File: config.mk
export PLATFORM = sky130hd
export DESIGN_NAME = popcnt_seq
export DESIGN_NICKNAME = d
export VERILOG_FILES = /design/src/rtl/popcnt_seq.sv
export SDC_FILE = /design/constraint.sdc
export NUM_CORES = 1
export LEC_CHECK = 0
export CELL_PAD_IN_SITES_DETAIL_PLACEMENT = 0
export CELL_PAD_IN_SITES_GLOBAL_PLACEMENT = 1
export CORE_ASPECT_RATIO = 1.75
export CORE_MARGIN = 2
export CORE_UTILIZATION = 44
export CTS_BUF_LIST = sky130_fd_sc_hd__clkbuf_8
export CTS_CLUSTER_DIAMETER = 200
export DETAILED_ROUTE_END_ITERATION = 7
export GPL_TIMING_DRIVEN = 0
export PLACE_DENSITY = 0.86
export SYNTH_ARGS = -nofsm -noshare
export SYNTH_HDL_FRONTEND = slang
export SYNTH_SLANG_ARGS = --single-unit
File: constraint.sdc
create_clock -name clk -period 5.7 [get_ports clk]
set_input_delay 1.14 -clock clk [delete_from_list [all_inputs] [get_ports clk]]
set_output_delay 1.14 -clock clk [all_outputs]
set_load 0.05 [all_outputs]
File: src/rtl/popcnt_seq.sv
// rtl/popcnt_seq.sv - sequential 20-bit population count using one shared 5-bit ones counter
//
// Counts the ones in a 20-bit word by splitting it into four 5-bit slices.
// A single 5-input ones counter handles one slice per clock.
//
// Ports:
//   clk    in   1   rising-edge clock
//   rst    in   1   synchronous active-high reset
//   start  in   1   begin a count; sampled only while idle
//   din    in  20   operand, captured on the accepting edge
//   busy   out  1   count in progress
//   done   out  1   one-cycle pulse, cnt valid
//   cnt    out  5   ones in the captured operand (0..20), held until next completion
//
// Compile option: POPCNT_EARLY_EXIT_EN - finish as soon as the remaining
// shifted operand is all-zero instead of always walking four slices.

module popcnt_seq (
    input  logic        clk,
    input  logic        rst,
    input  logic        start,
    input  logic [19:0] din,
    output logic        busy,
    output logic        done,
    output logic [4:0]  cnt
);

    typedef enum logic [1:0] {
        S_IDLE = 2'd0,
        S_RUN  = 2'd1,
        S_DONE = 2'd2
    } state_t;

    state_t      r_state;
    state_t      w_state_nxt;
    logic [19:0] r_sr;
    logic [4:0]  r_acc;
    logic [4:0]  r_cnt;
    logic [1:0]  r_idx;

    logic [2:0]  w_slice_ones;
    logic [4:0]  w_acc_sum;
    logic        w_early;
    logic        w_last;

    // Shared ones counter: always looks at the low slice of the shift register.
    always_comb begin
        w_slice_ones = {2'b00, r_sr[0]} + {2'b00, r_sr[1]} + {2'b00, r_sr[2]}
                     + {2'b00, r_sr[3]} + {2'b00, r_sr[4]};
    end

    // Maximum total is 20, so a 5-bit sum never wraps.
    assign w_acc_sum = r_acc + {2'b00, w_slice_ones};
    assign w_last    = (r_idx == 2'd3);

`ifdef POPCNT_EARLY_EXIT_EN
    // Nothing left to count once the remaining bits are all zero.
    assign w_early = (r_sr == 20'd0);
`else
    assign w_early = 1'b0;
`endif

    always_comb begin
        w_state_nxt = r_state;
        case (r_state)
            S_IDLE:  if (start) w_state_nxt = S_RUN;
            S_RUN:   if (w_early || w_last) w_state_nxt = S_DONE;
            S_DONE:  w_state_nxt = S_IDLE;
            default: w_state_nxt = S_IDLE;
        endcase
    end

    always_ff @(posedge clk) begin
        if (rst) begin
            r_state <= S_IDLE;
            r_sr    <= 20'd0;
            r_acc   <= 5'd0;
            r_idx   <= 2'd0;
            r_cnt   <= 5'd0;
        end else begin
            r_state <= w_state_nxt;
            case (r_state)
                S_IDLE: begin
                    if (start) begin
                        r_sr  <= din;
                        r_acc <= 5'd0;
                        r_idx <= 2'd0;
                    end
                end
                S_RUN: begin
                    if (w_early) begin
                        r_cnt <= r_acc;
                    end else begin
                        r_acc <= w_acc_sum;
                        r_sr  <= r_sr >> 5;
                        r_idx <= r_idx + 2'd1;
                        // Final slice: publish the completed sum on the DONE-entry edge.
                        if (w_last) r_cnt <= w_acc_sum;
                    end
                end
                default: ;
            endcase
        end
    end

    assign busy = (r_state == S_RUN);
    assign done = (r_state == S_DONE);
    assign cnt  = r_cnt;

endmodule

# Yosys cells after proc, flatten, opt, wreduce, memory -nomap -nowiden
# Cells that the tools add are included.
# word_totals
ff_bits,34
inputBits,23
output_inout_bits,7
# classes
add_sub_neg,6
eq_ne,5
mux,9
reduce_logical,5
# op_table
cell,n
$pmux 20 s2,1
$mux 20,1
$pmux 5 s2,1
$pmux 2 s2,2
$add 3x1->3,2
$mux 2,3
$reduce_and 2->1,3
$add 5x3->5,1
$mux 5,1
$eq 2x2->1 const B,2
$add 2x1->3,1
$add 1x1->2,1
$add 2x1->2 const B,1
$eq 2x1->1 const B,1
$logic_not 2->1,1
$ne 2x1->1 const B,1
$ne 2x2->1 const B,1
$reduce_bool 2->1,1

# Longest topological paths before layout
# depth
word_depth,6
mapped_depth,9
mapped_depth_nobuf,9

# Least setup slack after synthesis
# OpenSTA, ideal clock, no wires.
# synth_path
path_type,register -> register
start,register r_sr[0]
end,register r_cnt[4] (netlist: cnt[4])
t_arrival_ns,2.426
required_ns,5.558
path_slack_ns,3.132
stages_incl_launch_ff,10
n_path_buf,0
period_less_slack_ns,2.568
cell_sequence,dfxtp_1 fa_1 inv_1 fa_1 inv_1 ha_1 fa_1 a21o_1 a32oi_1 a211oi_1
# synth_via
elab_chain_len,5
# synth_rtl
element,line_no,text
"start, declared",36,logic [19:0] r_sr;
"start signal, assigned",85,r_sr <= din;
"start signal, assigned",95,r_sr <= r_sr >> 5;
$add 1x1->2,48,"w_slice_ones = {2'b00, r_sr[0]} + {2'b00, r_sr[1]} + {2'b00, r_sr[2]}"
$add 2x1->3,48,
$add 3x1->3 (2 in a row),49,"+ {2'b00, r_sr[3]} + {2'b00, r_sr[4]};"
$add 5x3->5,53,"assign w_acc_sum = r_acc + {2'b00, w_slice_ones};"
"end signal, assigned",92,r_cnt <= r_acc;
"end signal, assigned",98,if (w_last) r_cnt <= w_acc_sum;
"end, declared",38,logic [4:0] r_cnt;
# Every way passes these cells.
# A chain may end at the register's enable or synchronous reset.

# Worst setup path in the final report
# layout_path
start,register r_state[1]
end,output port done
# layout_via
elab_chain_len,1
# layout_rtl
element,line_no,text
"start, declared",34,state_t r_state;
"start signal, assigned",81,r_state <= w_state_nxt;
$eq 2x2->1,107,assign done = (r_state == S_DONE);
"end, declared",24,"output logic done,"
# Every way passes these cells.

==> summary.md <==
| Metric | Value |
|---|---|
| Crit path time final | `3.13 ns` |
| Setup ws final | `2.57 ns` |
| Syn nets | `224` |
| Register area share after synthesis | `39.6%` |
| Worst Skew | `0.00489 ns` |
| Antenna-violating nets left | `0` |
| CP endpoint kind | `primary output` |
| Core Area | `3830 sq um` |
| DRT Wirelength | `3850 um` |
| Clock latency on the worst-skew pair | `0.28 ns` |
| Final worst path period share | `between 50% and 60%` |
| Root Buffer | `clkbuf_8` |
| Slowest-stage cell, CP | `clkdlybuf4s50_1` |
| Main synth FF type | `dfxtp_1` |
| Tightest Pin Transition | `around 0.63 ns` |
| Num rows | `30` |
| Mapped Area | `1720 sq um` |
| RSZ-0062 raised after global routing | `false` |
| Initial Utilization | `44.9%` |
| Largest net degree at the start of global routing | `11` |
| Routability Congestion | `0.837` |
| Startpoint Class | `register` |
| Leak | `0.840 nW` |
| Global route overflow | `0` |
| Flops & latches, synth | `34` |
| Dpl hpwl | `2880 um` |
| Drt via density | `5.35` |
| # DRC | `0` |
| Pins Over Slew Limit | `0` |
| Crit path max fanout | `10` |
| Max-cap check violation count | `0` |
| Share of cells above drive strength 1 | `between 10 and 15%` |
| Setup Viol. Count Final | `0` |
| Vias in the first global route | `1428` |
| Clock transition at path regs | `0.07 ns` |
| Die width | `51.2 um` |
| Total power | `0.000575 W` |
| Hold_buf cts | `0` |
| Initial DRC count | `34` |
| Async set-or-reset flop fraction in the synthesized netlist | `0%` |
| Setup TNS | `0 ns` |
| Critical Path RT | `approximately 4.6 ns` |
| CP arrival | `1.99 ns` |
| Critical path class | `reg -> out` |
| Initial antenna violation count | `0` |
| Distinct cells, synth | `38` |
| GR Util All Layers | `a little under a fifth` |
| TritonCTS clock tree | `yes` |
| Hold crit path type | `reg -> reg` |
| CP max stage delay | `0.81 ns` |
| Peak VDD IR | `0.000195 V` |
| Clk sinks | `34` |
| Die Height | `slightly below 90 um` |
| Area grow syn2layout | `26.2%` |
| Final Hold Fails | `0` |
| Die area | `4440 sq um` |
| Maximum clock rate | `320 MHz` |
| Final #Nets | `259` |
| Postcts setup bufs | `0` |
| Pwr dens | `265 nW/um^2` |
| Number of I/O pins | `30` |
| I/O Buffers | `28` |
| First-pass GRT wire length | `6420 um` |
| Outcome | `complete, no violations` |
| Yosys warns | `0` |
| Via Count | `1481` |
| Htree depth | `2` |
| Synth Instances | `just under 200` |
| ANT cells | `0` |
| Buffer levels on the longest clock path | `2` |
| EDFF count, synth | `0` |
| Resized cells post-CTS | `0` |
| Place WS | `2.89 ns` |
| Drt first pass iters | `4` |
| Drt wl/cell | `~14 um` |
| Total CTS buffers | `5` |
| Syn_area_per_cell | `8.90 sq um` |
| Relative slew slack | `a little under 60%` |
| CP cell instances | `clkbuf_1 -> nor2b_1 -> clkdlybuf4s50_1` |
-- state kept, by name (all words and copies together) (netlist names) --
register,cells
r_sr,20
cnt,5
r_acc,5
r_idx,2
r_state,2
-- logic make-up after synthesis --
group           after synthesis  synth area share (%)
simple gates                 83                  21.9
compound gates               41                  22.9
flops                        34                  39.6
buf+inv                      23                  6.19
fa+ha+maj                     8                  7.14
mux                           3                  1.75
xor+xnor                      1                 0.510
-- worst max-delay path: cells and delay by family, from the launching register on --
| kind | cells | cell delay [ns] |
|---|---|---|
| flops | 1 | 0.40 |
| simple gates | 1 | 0.18 |
| buf+inv | 2 | 1.13 |
-- through the flow --
stage	cells	area [sq um]	util (%)	hold slack, ns
final	277	2170	56.6	0.478
after global routing	277	2170	56.6	0.503
after CTS	277	2170	56.6	0.477
after detailed placement	269	2060	53.8	0.468
after global placement	269	2060	53.8	0.464
after floorplan	193	1720	-	0.455
-- layout make-up --
| class | count | area (sq um) |
|---|---|---|
| multi-input combinational | 136 | 931 |
| timing repair buffer | 28 | 280 |
| tap | 48 | 60.1 |
| buffer | 15 | 76.3 |
| sequential | 34 | 681 |
| clock buffer | 8 | 110 |
| fill | 392 | 1660 |
| inverter | 8 | 30.0 |
-- cell usage in the layout, fill, tap and decap left out, types with 2 or more instances in the layout --
cell type        netlist  layout
a211oi_1               2       2
a21o_1                 5       5
a21oi_1                6       6
a22oi_1                3       3
a311oi_1               5       5
a311oi_2              10      10
buf_2                  7       7
buf_4                  3       3
clkbuf_1               4       4
clkbuf_8               0       8
clkdlybuf4s50_1        0      28
dfxtp_1               34      34
fa_1                   3       3
ha_1                   5       5
inv_1                  7       7
mux2i_1                3       3
nand2_1               36      36
nand2b_1               5       5
nand3_1                2       2
nand3b_1               5       5
nand4_1                2       2
nor2_1                24      24
nor2b_1                4       4
nor3_1                 2       2
-- Yosys cell counts, drive strengths merged (4+ instances only) --
cell type	n	share of area (%)
a311oi	15	11
inv	8	1.7
nand2b	5	1.8
nor2	24	5.2
nand3b	5	2.2
nand2	36	7.9
nor2b	4	1.5
a21oi	6	1.7
a21o	5	2.2
dfxtp	34	40
buf	11	3.6
ha	5	3.6
clkbuf	4	0.87
-- layer usage --
layer  share of wire [%]  track usage, %
met4                 1.0            6.94
met3                 3.9            3.62
met2                  55            34.9
met1                  40            21.4
met5                   0               0
-- power breakdown --
group	leakage, nW	switching (W)	internal, W
Clock	0.0575	0.0000841	0.000122
Sequential	0.279	0.00000973	0.000252
Combinational	0.503	0.0000569	0.0000494
Total	0.840	0.000151	0.000424
-- worst paths after layout --
check / startpoint / endpoint / slack [ns] / cells past startpoint
hold reg to reg: r_sr[8] / r_sr[3] / 0.48 / 2
hold / removal: r_sr[8] / r_sr[3] / 0.48 / 2
setup reg to reg: r_sr[0] / cnt[4] / 2.97 / 9
setup / recovery: r_state[1] / done / 2.57 / 3
(Power assumes the default switching activity.)
